==> config.mk <==
export PLATFORM = sky130hd
export DESIGN_NAME = sid_ext_filter
export DESIGN_NICKNAME = d
export VERILOG_FILES = /design/src/rtl/sid_pkg.sv /design/src/rtl/sid_onepole.sv /design/src/rtl/sid_ext_filter.sv
export SDC_FILE = /design/constraint.sdc
export NUM_CORES = 1
export LEC_CHECK = 0
export ABC_AREA = 1
export BUFFER_PORTS_ARGS = -buffer_cell sky130_fd_sc_hd__buf_2
export CORE_ASPECT_RATIO = 1.5
export CORE_MARGIN = 3
export CORE_UTILIZATION = 30
export CTS_BUF_LIST = sky130_fd_sc_hd__clkbuf_8
export CTS_CLUSTER_SIZE = 8
export DETAILED_ROUTE_END_ITERATION = 6
export REMOVE_ABC_BUFFERS = 1
export SLEW_MARGIN = 20
export SYNTH_ARGS = -nofsm -noshare
export SYNTH_HDL_FRONTEND = slang
export SYNTH_SLANG_ARGS = --single-unit
==> constraint.sdc <==
create_clock -name clk -period 18.5 [get_ports clk]
set_clock_uncertainty 0.05 [all_clocks]
set_input_delay 3.7 -clock clk [delete_from_list [all_inputs] [get_ports clk]]
set_output_delay 3.7 -clock clk [all_outputs]
set_load 0.005 [all_outputs]
==> src/rtl/sid_pkg.sv <==
// Shared types, default coefficients and saturation helpers for the SID
// external RC output stage.
package sid_pkg;

   typedef logic signed [17:0] sample18_t;
   typedef logic signed [15:0] pcm16_t;

   typedef enum logic [1:0] {
      ST_IDLE = 2'd0,
      ST_LP   = 2'd1,
      ST_HP   = 2'd2,
      ST_OUT  = 2'd3
   } state_e;

   localparam logic [15:0] LP_COEF_DEF = 16'd45000;
   localparam logic [15:0] HP_COEF_DEF = 16'd100;
   localparam int          FRAC_DEF    = 6;

   localparam logic signed [24:0] PCM_MAX = 25'sd32767;
   localparam logic signed [24:0] PCM_MIN = -25'sd32768;
   localparam logic signed [26:0] ST_MAX  = 27'sd8388607;
   localparam logic signed [26:0] ST_MIN  = -27'sd8388608;

   function automatic pcm16_t clamp16(input logic signed [24:0] v);
      if (v > PCM_MAX)      return 16'sh7fff;
      else if (v < PCM_MIN) return 16'sh8000;
      else                  return v[15:0];
   endfunction

   function automatic logic signed [23:0] clamp24(input logic signed [26:0] v);
      if (v > ST_MAX)      return 24'sh7fffff;
      else if (v < ST_MIN) return 24'sh800000;
      else                 return v[23:0];
   endfunction

endpackage

==> src/rtl/sid_onepole.sv <==
// Combinational one-pole step: state + ((target - state) * k) >>> 16,
// saturated to the 24-bit state range. Shared by the low- and high-pass.
module sid_onepole
   import sid_pkg::*;
(
   input  logic signed [23:0] state,
   input  logic signed [23:0] target,
   input  logic        [15:0] k,
   output logic signed [24:0] diff,
   output logic signed [23:0] next_state
);

   logic signed [41:0] prod;
   logic signed [25:0] step;
   logic signed [26:0] sum;

   always_comb begin
      diff       = 25'(target) - 25'(state);
      // k is unsigned Q0.16, so it enters the multiplier zero-extended.
      prod       = 42'(diff) * 42'($signed({1'b0, k}));
      step       = 26'(prod >>> 16);
      sum        = 27'(state) + 27'(step);
      next_state = clamp24(sum);
   end

endmodule

==> src/rtl/sid_ext_filter.sv <==
// C64 board RC network model: one-pole low-pass then DC-blocking high-pass,
// one shared multiplier sequenced IDLE -> LP -> HP -> OUT, 16-bit PCM out.
module sid_ext_filter
   import sid_pkg::*;
#(
   parameter logic [15:0] LP_COEF = LP_COEF_DEF,
   parameter logic [15:0] HP_COEF = HP_COEF_DEF,
   parameter int          FRAC    = FRAC_DEF
) (
   input  logic      clk,
   input  logic      reset,
   input  logic      bypass,
   input  logic      in_valid,
   input  sample18_t audio_in,
   output pcm16_t    out_sample,
   output logic      out_valid,
   input  logic      out_ready,
   output logic      overrun,
   input  logic      clr_overrun,
   output state_e    dbg_state
);

   // out_valid/out_ready: a result transfers on any cycle where both are high;
   // out_valid then drops unless OUT writes a fresh result in that same cycle.

   state_e             state, state_n;
   sample18_t          x;
   logic signed [23:0] lp, dc, xs;
   logic signed [24:0] hp;
   logic signed [23:0] op_state, op_target, op_next;
   logic        [15:0] op_k;
   logic signed [24:0] op_diff;
   pcm16_t             out_next;
   logic               drop_evt, ovw_evt;

   assign dbg_state = state;

   always_comb begin
      xs        = 24'(x) <<< FRAC;
      op_state  = lp;
      op_target = xs;
      op_k      = LP_COEF;
      if (state == ST_HP) begin
         op_state  = dc;
         op_target = lp;
         op_k      = HP_COEF;
      end
   end

   sid_onepole u_onepole (
      .state      (op_state),
      .target     (op_target),
      .k          (op_k),
      .diff       (op_diff),
      .next_state (op_next)
   );

   always_comb begin
      state_n = state;
      case (state)
         ST_IDLE: if (in_valid) state_n = ST_LP;
         ST_LP:   state_n = ST_HP;
         ST_HP:   state_n = ST_OUT;
         ST_OUT:  state_n = ST_IDLE;
         default: state_n = ST_IDLE;
      endcase
   end

   always_comb begin
      out_next = bypass ? clamp16(25'(x) >>> 2) : clamp16(hp >>> (FRAC + 2));
      drop_evt = in_valid && (state != ST_IDLE);
      ovw_evt  = (state == ST_OUT) && out_valid && !out_ready;
   end

   always_ff @(posedge clk or posedge reset) begin
      if (reset) begin
         state      <= ST_IDLE;
         x          <= '0;
         lp         <= '0;
         dc         <= '0;
         hp         <= '0;
         out_sample <= '0;
         out_valid  <= 1'b0;
         overrun    <= 1'b0;
      end else begin
         state <= state_n;
         if (state == ST_IDLE && in_valid) x <= audio_in;
         if (state == ST_LP) lp <= op_next;
         // In HP the shared difference is lp - dc against the pre-update dc.
         if (state == ST_HP) begin
            dc <= op_next;
            hp <= op_diff;
         end
         if (state == ST_OUT) begin
            out_sample <= out_next;
            out_valid  <= 1'b1;
         end else if (out_valid && out_ready) begin
            out_valid <= 1'b0;
         end
         if (drop_evt || ovw_evt) overrun <= 1'b1;
         else if (clr_overrun)    overrun <= 1'b0;
      end
   end

endmodule

==> results_dict.tcl, run 1 <==
set metrics [dict create \
    cts_max_level 3 \
    worst_pin_slew_ns 1.075 \
    coreArea_mm2 0.05597 \
    die_h_um 298.1 \
    critPathMaxFanout 63 \
    yosys.area.top_type "fa_1" \
    period_needed_ns 13.65 \
    synth_edf_count 0 \
    ys.flop_type "dfrtp_1" \
    cts_root_buf "clkbuf_8" \
    vias_per_cell 4.626 \
    cp_num_buf_inv 9 \
    fill_cells 6078 \
    grt_max_degree 64 \
    grt_pass1_vias 14812 \
    cts_resized 0 \
    ys_ff_latch 103 \
    drv_cap 0 \
    critPathCaptureType "flip-flop" \
    cts_tree "done" \
    status "finished clean" \
    clock-sinks 103 \
    syn_area_mm2 0.01707 \
    synthTopCellsByCount "nand2_1, inv_1, fa_1" \
    worstSetupPathType "reg2reg" \
    clk_pin_slew_ns 0.11 \
    wire_per_inst_um 15.72 \
    initial_core_util_pct 30.49 \
    max_freq_ghz 0.07324 \
    yosysWarnings 0 \
    hold_violations 0 \
    clock_path_buffers 2 \
    remaining_drc_errors 0 \
    async_flop_share_pct 100.0 \
    firstDrtPassIters 5 \
    syn_to_final_growth_pct 7.852 \
    grt_pass1_wl_um 76980 \
    die_width_um 200.8 \
    gp_congestion 0.9330 \
    drt_iter0_markers 739 \
    cts_hold_buf 0 \
    setup_viol 0 \
    synthTopCellsByArea "fa_1, dfrtp_1, ha_1" \
    finalCritPeriodShare_pct 73.80 \
    numCtsBuffers 9 \
    dieArea_mm2 0.05985 \
    slowest_delay_ns 0.70 \
    synthDistinctLibCells 53 \
    yosysSeqAreaShare_pct 15.10 \
    crit_top_cell "nand2_1" \
    clkLatencyLatePin_ns 0.39 \
    syn_inst 2202 \
    rsz0062_at_grt "false" \
    crit_family "adder cells" \
    cp_data_arrival_time_ns 13.87 \
    final_area_mm2 0.01841 \
    ant_nets 0 \
    diodes 0 \
    grt_usage_pct 16.03 \
    critPathLaunchType "flip-flop" \
    antenna_found_initial 0 \
    drive_above_1_share_pct 6.589 \
    post_cts_buffers 0 \
    dp_hpwl_um 39480 \
    nets 2686 \
    rows 106 \
    drv_slew 0 \
    ios 44 \
    drt-total-wl_um 47200 \
    slowest_stage "nand2_1" \
    gr-total-overflow 0 \
    tns_ns 0 \
    placed_area_mm2 0.01822 \
    syn_avg_cell_area_um2 7.751 \
    synth_top_area_share_pct 26.04 \
    routed-via-count 13888 \
    portBuffers 43 \
    relSlewSlack_pct 28.04 \
    synth_most_common_cell "nand2_1" \
    crit_required_ns 18.71 \
    min_path_type "reg2reg" \
]
[cell usage in the layout, fill, tap and decap left out, types with 4 or more instances in the layout]
master / netlist / final
nand2_1: 554 / 554
inv_1: 462 / 461
fa_1: 222 / 222
ha_1: 197 / 196
nor2_1: 128 / 128
dfrtp_1: 103 / 103
a21oi_1: 102 / 102
o21ai_0: 97 / 97
nand3_1: 46 / 46
buf_2: 5 / 43
xor2_1: 33 / 33
xnor2_1: 24 / 24
conb_1: 2 / 20
a21o_1: 19 / 19
or2_2: 18 / 18
a221oi_1: 15 / 15
buf_4: 4 / 15
nor3_1: 14 / 14
nand2_2: 12 / 12
o21ai_1: 12 / 12
inv_2: 11 / 11
nand4_1: 11 / 11
clkbuf_8: 0 / 10
nor2_2: 9 / 9
o21bai_1: 9 / 9
a211oi_1: 6 / 6
nor4_1: 4 / 4
o21a_1: 4 / 4
[tightest hold or removal path, cell delays in order (launching register included)]
cell     delay, ns
dfrtp_1       0.36
nand2_1       0.05
nand2_1       0.05
[final timing paths]
path	start	end	slack, ns	cells past startpoint
worst min-delay path	dc[15]	dc[15]	0.44	2
max in group asynchronous	reset	hp[22]	13.89	3
min in group asynchronous	reset	dc[1]	3.32	2
worst min register to register	dc[15]	dc[15]	0.44	2
worst max-delay path	dbg_state[0]	lp[14]	4.85	56
worst max register to register	dbg_state[0]	lp[14]	4.85	56
[state kept, by name (all words and copies together), names as in the netlist]
register and count:
hp 17, out_sample 16, dbg_state 2, x 18
out_valid 1, overrun 1, dc 24, lp 24
[cell type report]
class	instances	area (um^2)	area share (%)
Clock buffer	10	137.6	0.7477
Inverter	475	1785	9.700
Multi-Input combinational cell	1596	12580	68.33
Tap cell	756	945.9	5.139
Clock inverter	4	55.05	0.2991
Sequential cell	103	2577	14.00
Timing Repair Buffer	58	327.8	1.781
[per-layer routing]
metal  track usage [%]  vias to the layer above  wire length, um
li1                  -                     6819                -
met1             17.86                     6747            18600
met2             31.61                      241            25730
met3             1.180                       81             1067
met4             5.692                        0             1797
met5                 0                        -                0
[stage by stage]
stage / instances / worst slack, ns / hold slack (ns) / utilization (%)
floorplan: 2174 / 4.611 / 0.3912 / -
global placement: 2988 / 4.843 / 0.4054 / 32.54
detailed placement: 2988 / 4.805 / 0.4105 / 32.54
CTS: 3002 / 4.749 / 0.4381 / 32.89
global route: 3002 / 3.465 / 0.4592 / 32.89
finish: 3002 / 4.847 / 0.4363 / 32.89
[kinds of logic after synthesis]
| family | after synthesis | synth area share (%) |
|---|---|---|
| xor gates and xnor gates | 61 | 3.438 |
| AOI/OAI and AO/OA | 285 | 9.787 |
| adders and majority gates | 419 | 40.48 |
| other | 2 | 0.04400 |
| muxes | 1 | 0.06597 |
| and+or+nand+nor | 810 | 19.41 |
| DFF | 103 | 15.10 |
| buffers and inverters | 521 | 11.67 |
Power of run 1 is not shown: default switching activity piles up to over one toggle a cycle in this logic, so the estimate is an artifact.
==> run 2, diff against run 1 <==
Settings changed: ABC_AREA 1 to 0.
Clock period 18.5 ns to 11.35 ns, I/O delays scaled along.
==> run 2 against run 1 <==
Net effect:
- the run now ends with setup timing left
- hold slack improved by 0.028 ns
- register-to-register slack got worse by 5.0 ns
- sequential share of layout area fell by 2.1 points
- die area fell by 3.6%
- design area rose by 17%
- core utilization rose by 7.1 points
- global-route usage rose by 0.26 points
- synthesized cell count fell by 18%
- worst setup slack got worse by 5.0 ns
- largest cell class unchanged
==> results_dict.tcl, run 2 <==
set metrics [dict create \
    status "complete, but fails checks" \
    violations "setup timing" \
    drt-total-wl_um 46580 \
    diodes 0 \
    layoutNonFillerInstCount 2901 \
    clkLatencyLatePin_ns 0.39 \
    drive_above_1_share_pct 30.15 \
    drv_cap 0 \
    syn_inst 1799 \
    syn_area_mm2 0.01644 \
    die_h_um 292.7 \
    cts_tree "done" \
    critPathCaptureType "flip-flop" \
    critPathMaxFanout 6 \
    fill_cells 5276 \
    relSlewSlack_pct 28.01 \
    timing.rr.start "dbg_state[0]" \
    utilization_pct 39.98 \
    final_common_cell "buf_4" \
    crit_required_ns 11.61 \
    whs_path_depth 1 \
    grt_usage_pct 16.29 \
    cts_max_level 3 \
    initial_core_util_pct 30.45 \
    yosysWarnings 0 \
    clock-sinks 103 \
    rr_worst_depth 49 \
    worstReg2RegEnd "lp[5]" \
    fin_ws_ns -0.1480 \
    grt_pass1_wl_um 75420 \
    ys.flop_type "dfrtp_1" \
    max_freq_ghz 0.08697 \
    ios 44 \
    grt_max_degree 72 \
    numCtsBuffers 9 \
    cts_root_buf "clkbuf_8" \
    synthTopCellsByArea "fa_1, dfrtp_1, ha_1" \
    synth_top_area_share_pct 27.03 \
    drv_slew 0 \
    ys_ff_latch 103 \
    cts_hold_buf 0 \
    syn_to_final_growth_pct 31.30 \
    async_flop_share_pct 100.0 \
    antenna_found_initial 0 \
    ant_nets 0 \
    period_needed_ns 11.50 \
    nets 2651 \
    slowest_delay_ns 0.54 \
    firstDrtPassIters 4 \
    synth_edf_count 0 \
    vias_per_cell 4.763 \
    crit_top_cell "fa_1" \
    top_regs "dc: 24 flops, lp: 24 flops, x: 18 flops" \
    clk_pin_slew_ns 0.11 \
    worstSetupPathType "reg2reg" \
    synth_most_common_cell "inv_1" \
    min_to "hp[9]" \
    drt_iter0_markers 572 \
    grt_pass1_vias 15181 \
    finalCritPeriodShare_pct 101.3 \
    yosysSeqAreaShare_pct 15.67 \
    routed-via-count 13817 \
    placedCellCount 2829 \
    critPathLaunchType "flip-flop" \
    yosys.area.top_type "fa_1" \
    worst_pin_slew_ns 1.078 \
    synthTopCellsByCount "inv_1, fa_1, ha_1" \
    synthDistinctLibCells 75 \
    min-delay-start "hp[9]" \
    portBuffers 43 \
    die_width_um 197.2 \
    rsz0062_at_grt "true" \
    rrSetupSlack_ns -0.15 \
    coreArea_mm2 0.05400 \
    cp_data_arrival_time_ns 11.76 \
    dp_hpwl_um 37570 \
    hold_violations 0 \
    gr-total-overflow 0 \
    clock_path_buffers 2 \
    dieArea_mm2 0.05771 \
    gp_congestion 0.8900 \
    rows 104 \
    slowest_stage "fa_1" \
    layout_common_cells "buf_4, inv_1, fa_1, ha_1, nor2_1" \
    setup_viol 46 \
    syn_avg_cell_area_um2 9.140 \
    remaining_drc_errors 0 \
    wire_per_inst_um 16.06 \
    min_path_type "reg2reg" \
]
## run 2: worst max-delay path, delay by kind of cell, from the launching register on
| family | cells | cell delay (ns) |
|---|---|---|
| XOR/XNOR | 2 | 0.33 |
| AO/OA/AOI/OAI | 19 | 3.84 |
| multiplexers | 1 | 0.26 |
| flip-flops | 1 | 0.41 |
| buffers and inverters | 9 | 1.03 |
| AND/OR/NAND/NOR | 8 | 1.43 |
| adder cells (fa/ha/maj) | 10 | 4.05 |
## run 2: what timing repair did
action                                  CTS  global route
hold endpoints to repair                  0             0
pin swaps                                87            19
resized for setup                       164            50
buffers inserted                         44             8
gates cloned                              5             2
endpoints found under the setup margin   48            48
## run 2: kinds of logic after synthesis
| kind of cell | after synthesis | share of synthesized area [%] |
|---|---|---|
| fa+ha+maj | 421 | 42.14 |
| buf+inv | 413 | 9.595 |
| simple gates | 360 | 9.991 |
| compound gates | 336 | 12.91 |
| flops | 103 | 15.67 |
| xor+xnor | 89 | 4.741 |
| mux | 75 | 4.900 |
| other cells | 2 | 0.04567 |
## run 2: per-layer routing
| metal | vias up | track usage (%) | share of wire (%) |
|---|---|---|---|
| met1 | 6924 | 16.93 | 36 |
| met2 | 172 | 33.19 | 57 |
| li1 | 6632 | - | - |
| met4 | 0 | 6.437 | 4.4 |
| met5 | - | 0 | 0 |
| met3 | 89 | 1.185 | 2.0 |
## run 2: worst max path at each step
| stage | start | endpoint | slack [ns] | cells after the start |
|---|---|---|---|---|
| after global placement | dbg_state[0] | lp[4] | -0.89 | 53 |
| after detailed placement | dbg_state[0] | lp[4] | -1.20 | 55 |
| after global routing | dbg_state[0] | lp[17] | -0.69 | 56 |
| after CTS | dbg_state[0] | lp[4] | -0.11 | 52 |
| final | dbg_state[0] | lp[5] | -0.15 | 49 |
| after floorplan | dbg_state[0] | dc[4] | -4.91 | 46 |
## run 2: through the flow
stage	TNS, ns	instance area (um^2)	setup slack, ns	hold slack (ns)
CTS	-2.391	21240	-0.1148	0.4594
global route	-30.10	21590	-0.6946	0.4837
global placement	-40.36	19920	-0.8875	0.4211
floorplan	-229.87	16280	-4.908	0.4040
detailed placement	-53.94	19920	-1.203	0.4303
finish	-4.091	21590	-0.1480	0.4641
## run 2: layout make-up
cell class	instances	area, um^2	area share, %
Multi-Input combinational cell	1301	13210	61.17
Inverter	360	1354	6.270
Clock buffer	9	123.9	0.5737
Clock inverter	6	52.55	0.2434
Sequential cell	103	2577	11.94
Timing Repair Buffer	433	3413	15.81
Tap cell	689	862.1	3.993
Power of run 2 is left out for the same reason.
==> run 3, diff against run 2 <==
Settings changed: SKIP_CTS_REPAIR_TIMING set to 1.
==> run 3 against run 2 <==
Net effect:
- wire length is 1.8% lower
- non-clock buffer count shrank 21
- worst setup slack worse by 0.032 ns
- core utilization about the same
- count of clock-buffer cells in the layout did not move
- critical path type unchanged
- largest cell class unchanged
- critical path depth up 3
- via count is 1.8% lower
- first-iteration DRC count rose by 2.8%
- flip-flop and latch count unchanged
- the run still ends with setup timing left
- register-to-register slack got worse by 0.03 ns
- global-route usage shrank 0.78 points
==> results_dict.tcl, run 3 (same netlist as run 2, synthesis figures left out) <==
set metrics [dict create \
    status "complete, but fails checks" \
    violations "setup timing" \
    critPathLaunchType "flip-flop" \
    nets 2630 \
    drv_cap 0 \
    min_path_type "reg2reg" \
    max_freq_ghz 0.08673 \
    slowest_stage "fa_2" \
    rows 104 \
    gr-total-overflow 0 \
    grt_usage_pct 15.52 \
    top_regs "dc: 24 flops, lp: 24 flops, x: 18 flops" \
    gp_congestion 0.8900 \
    relSlewSlack_pct 26.18 \
    wire_per_inst_um 15.89 \
    grt_pass1_wl_um 71890 \
    drt_iter0_markers 588 \
    die_h_um 292.7 \
    clock_path_buffers 2 \
    crit_family "adder cells" \
    layout_common_cells "buf_4, inv_1, fa_1, ha_1, nor2_1" \
    crit_required_ns 11.58 \
    initial_core_util_pct 30.45 \
    clock-sinks 103 \
    cp_num_buf_inv 13 \
    period_needed_ns 11.53 \
    dieArea_mm2 0.05771 \
    worst_pin_slew_ns 1.105 \
    numCtsBuffers 9 \
    cts_tree "done" \
    routed-via-count 13574 \
    drive_above_1_share_pct 31.86 \
    ios 44 \
    clk_pin_slew_ns 0.11 \
    portBuffers 43 \
    finalCritPeriodShare_pct 101.6 \
    vias_per_cell 4.713 \
    hold_violations 0 \
    cp_data_arrival_time_ns 11.76 \
    crit_top_cell "buf_4" \
    coreArea_mm2 0.05400 \
    worstSetupPathType "reg2reg" \
    slowest_delay_ns 0.56 \
    rsz0062_at_grt "true" \
    grt_pass1_vias 14653 \
    utilization_pct 39.94 \
    critPathCaptureType "flip-flop" \
    fin_ws_ns -0.1805 \
    setup_viol 46 \
    syn_to_final_growth_pct 31.17 \
    drt-total-wl_um 45770 \
    cts_root_buf "clkbuf_8" \
    dp_hpwl_um 37570 \
    firstDrtPassIters 5 \
    die_width_um 197.2 \
    ant_nets 0 \
    clkLatencyLatePin_ns 0.39 \
    remaining_drc_errors 0 \
    antenna_found_initial 0 \
    drv_slew 0 \
    final_common_cell "buf_4" \
    diodes 0 \
    critPathMaxFanout 14 \
    cts_max_level 3 \
    grt_max_degree 72 \
]
## run 3: layer usage
layer	routed length (um)	GRT usage, %	vias up	share of wire, %
li1	-	-	6589	-
met1	16530	15.98	6746	36
met2	26590	31.93	156	58
met3	813	1.208	83	1.8
met4	1830	5.689	0	4.0
met5	0	0	-	0
## run 3: cell type report
| class | instances | area [um^2] |
|---|---|---|
| multi-input combinational | 1301 | 13430 |
| fill | 5272 | 32430 |
| tap | 689 | 862.1 |
| inverter | 360 | 1356 |
| clock inverter | 6 | 52.55 |
| clock buffer | 9 | 123.9 |
| timing repair buffer | 412 | 3167 |
| sequential | 103 | 2577 |
## run 3: metrics by stage
step,worst slack [ns],instance area [um^2],instances,hold WS (ns),setup TNS (ns)
final,-0.1805,21570,2880,0.4616,-4.728
after detailed placement,-1.203,19920,2829,0.4303,-53.94
after CTS,-1.279,20100,2844,0.4594,-57.98
after global placement,-0.8875,19920,2829,0.4211,-40.36
after floorplan,-4.908,16280,1764,0.4040,-229.87
after global routing,-0.6696,21570,2880,0.4837,-28.47
## run 3: worst paths after layout
kind                                   start       endpoint  slack [ns]  cells past startpoint
max in group asynchronous              reset          x[10]        8.13                      3
worst max register to register  dbg_state[0]          lp[8]       -0.18                     52
worst min-delay path                   hp[9]          hp[9]        0.46                      1
worst min register to register         hp[9]          hp[9]        0.46                      1
min in group asynchronous              reset  out_sample[2]        1.82                      2
worst max-delay path            dbg_state[0]          lp[8]       -0.18                     52
Power of run 3 is left out for the same reason.
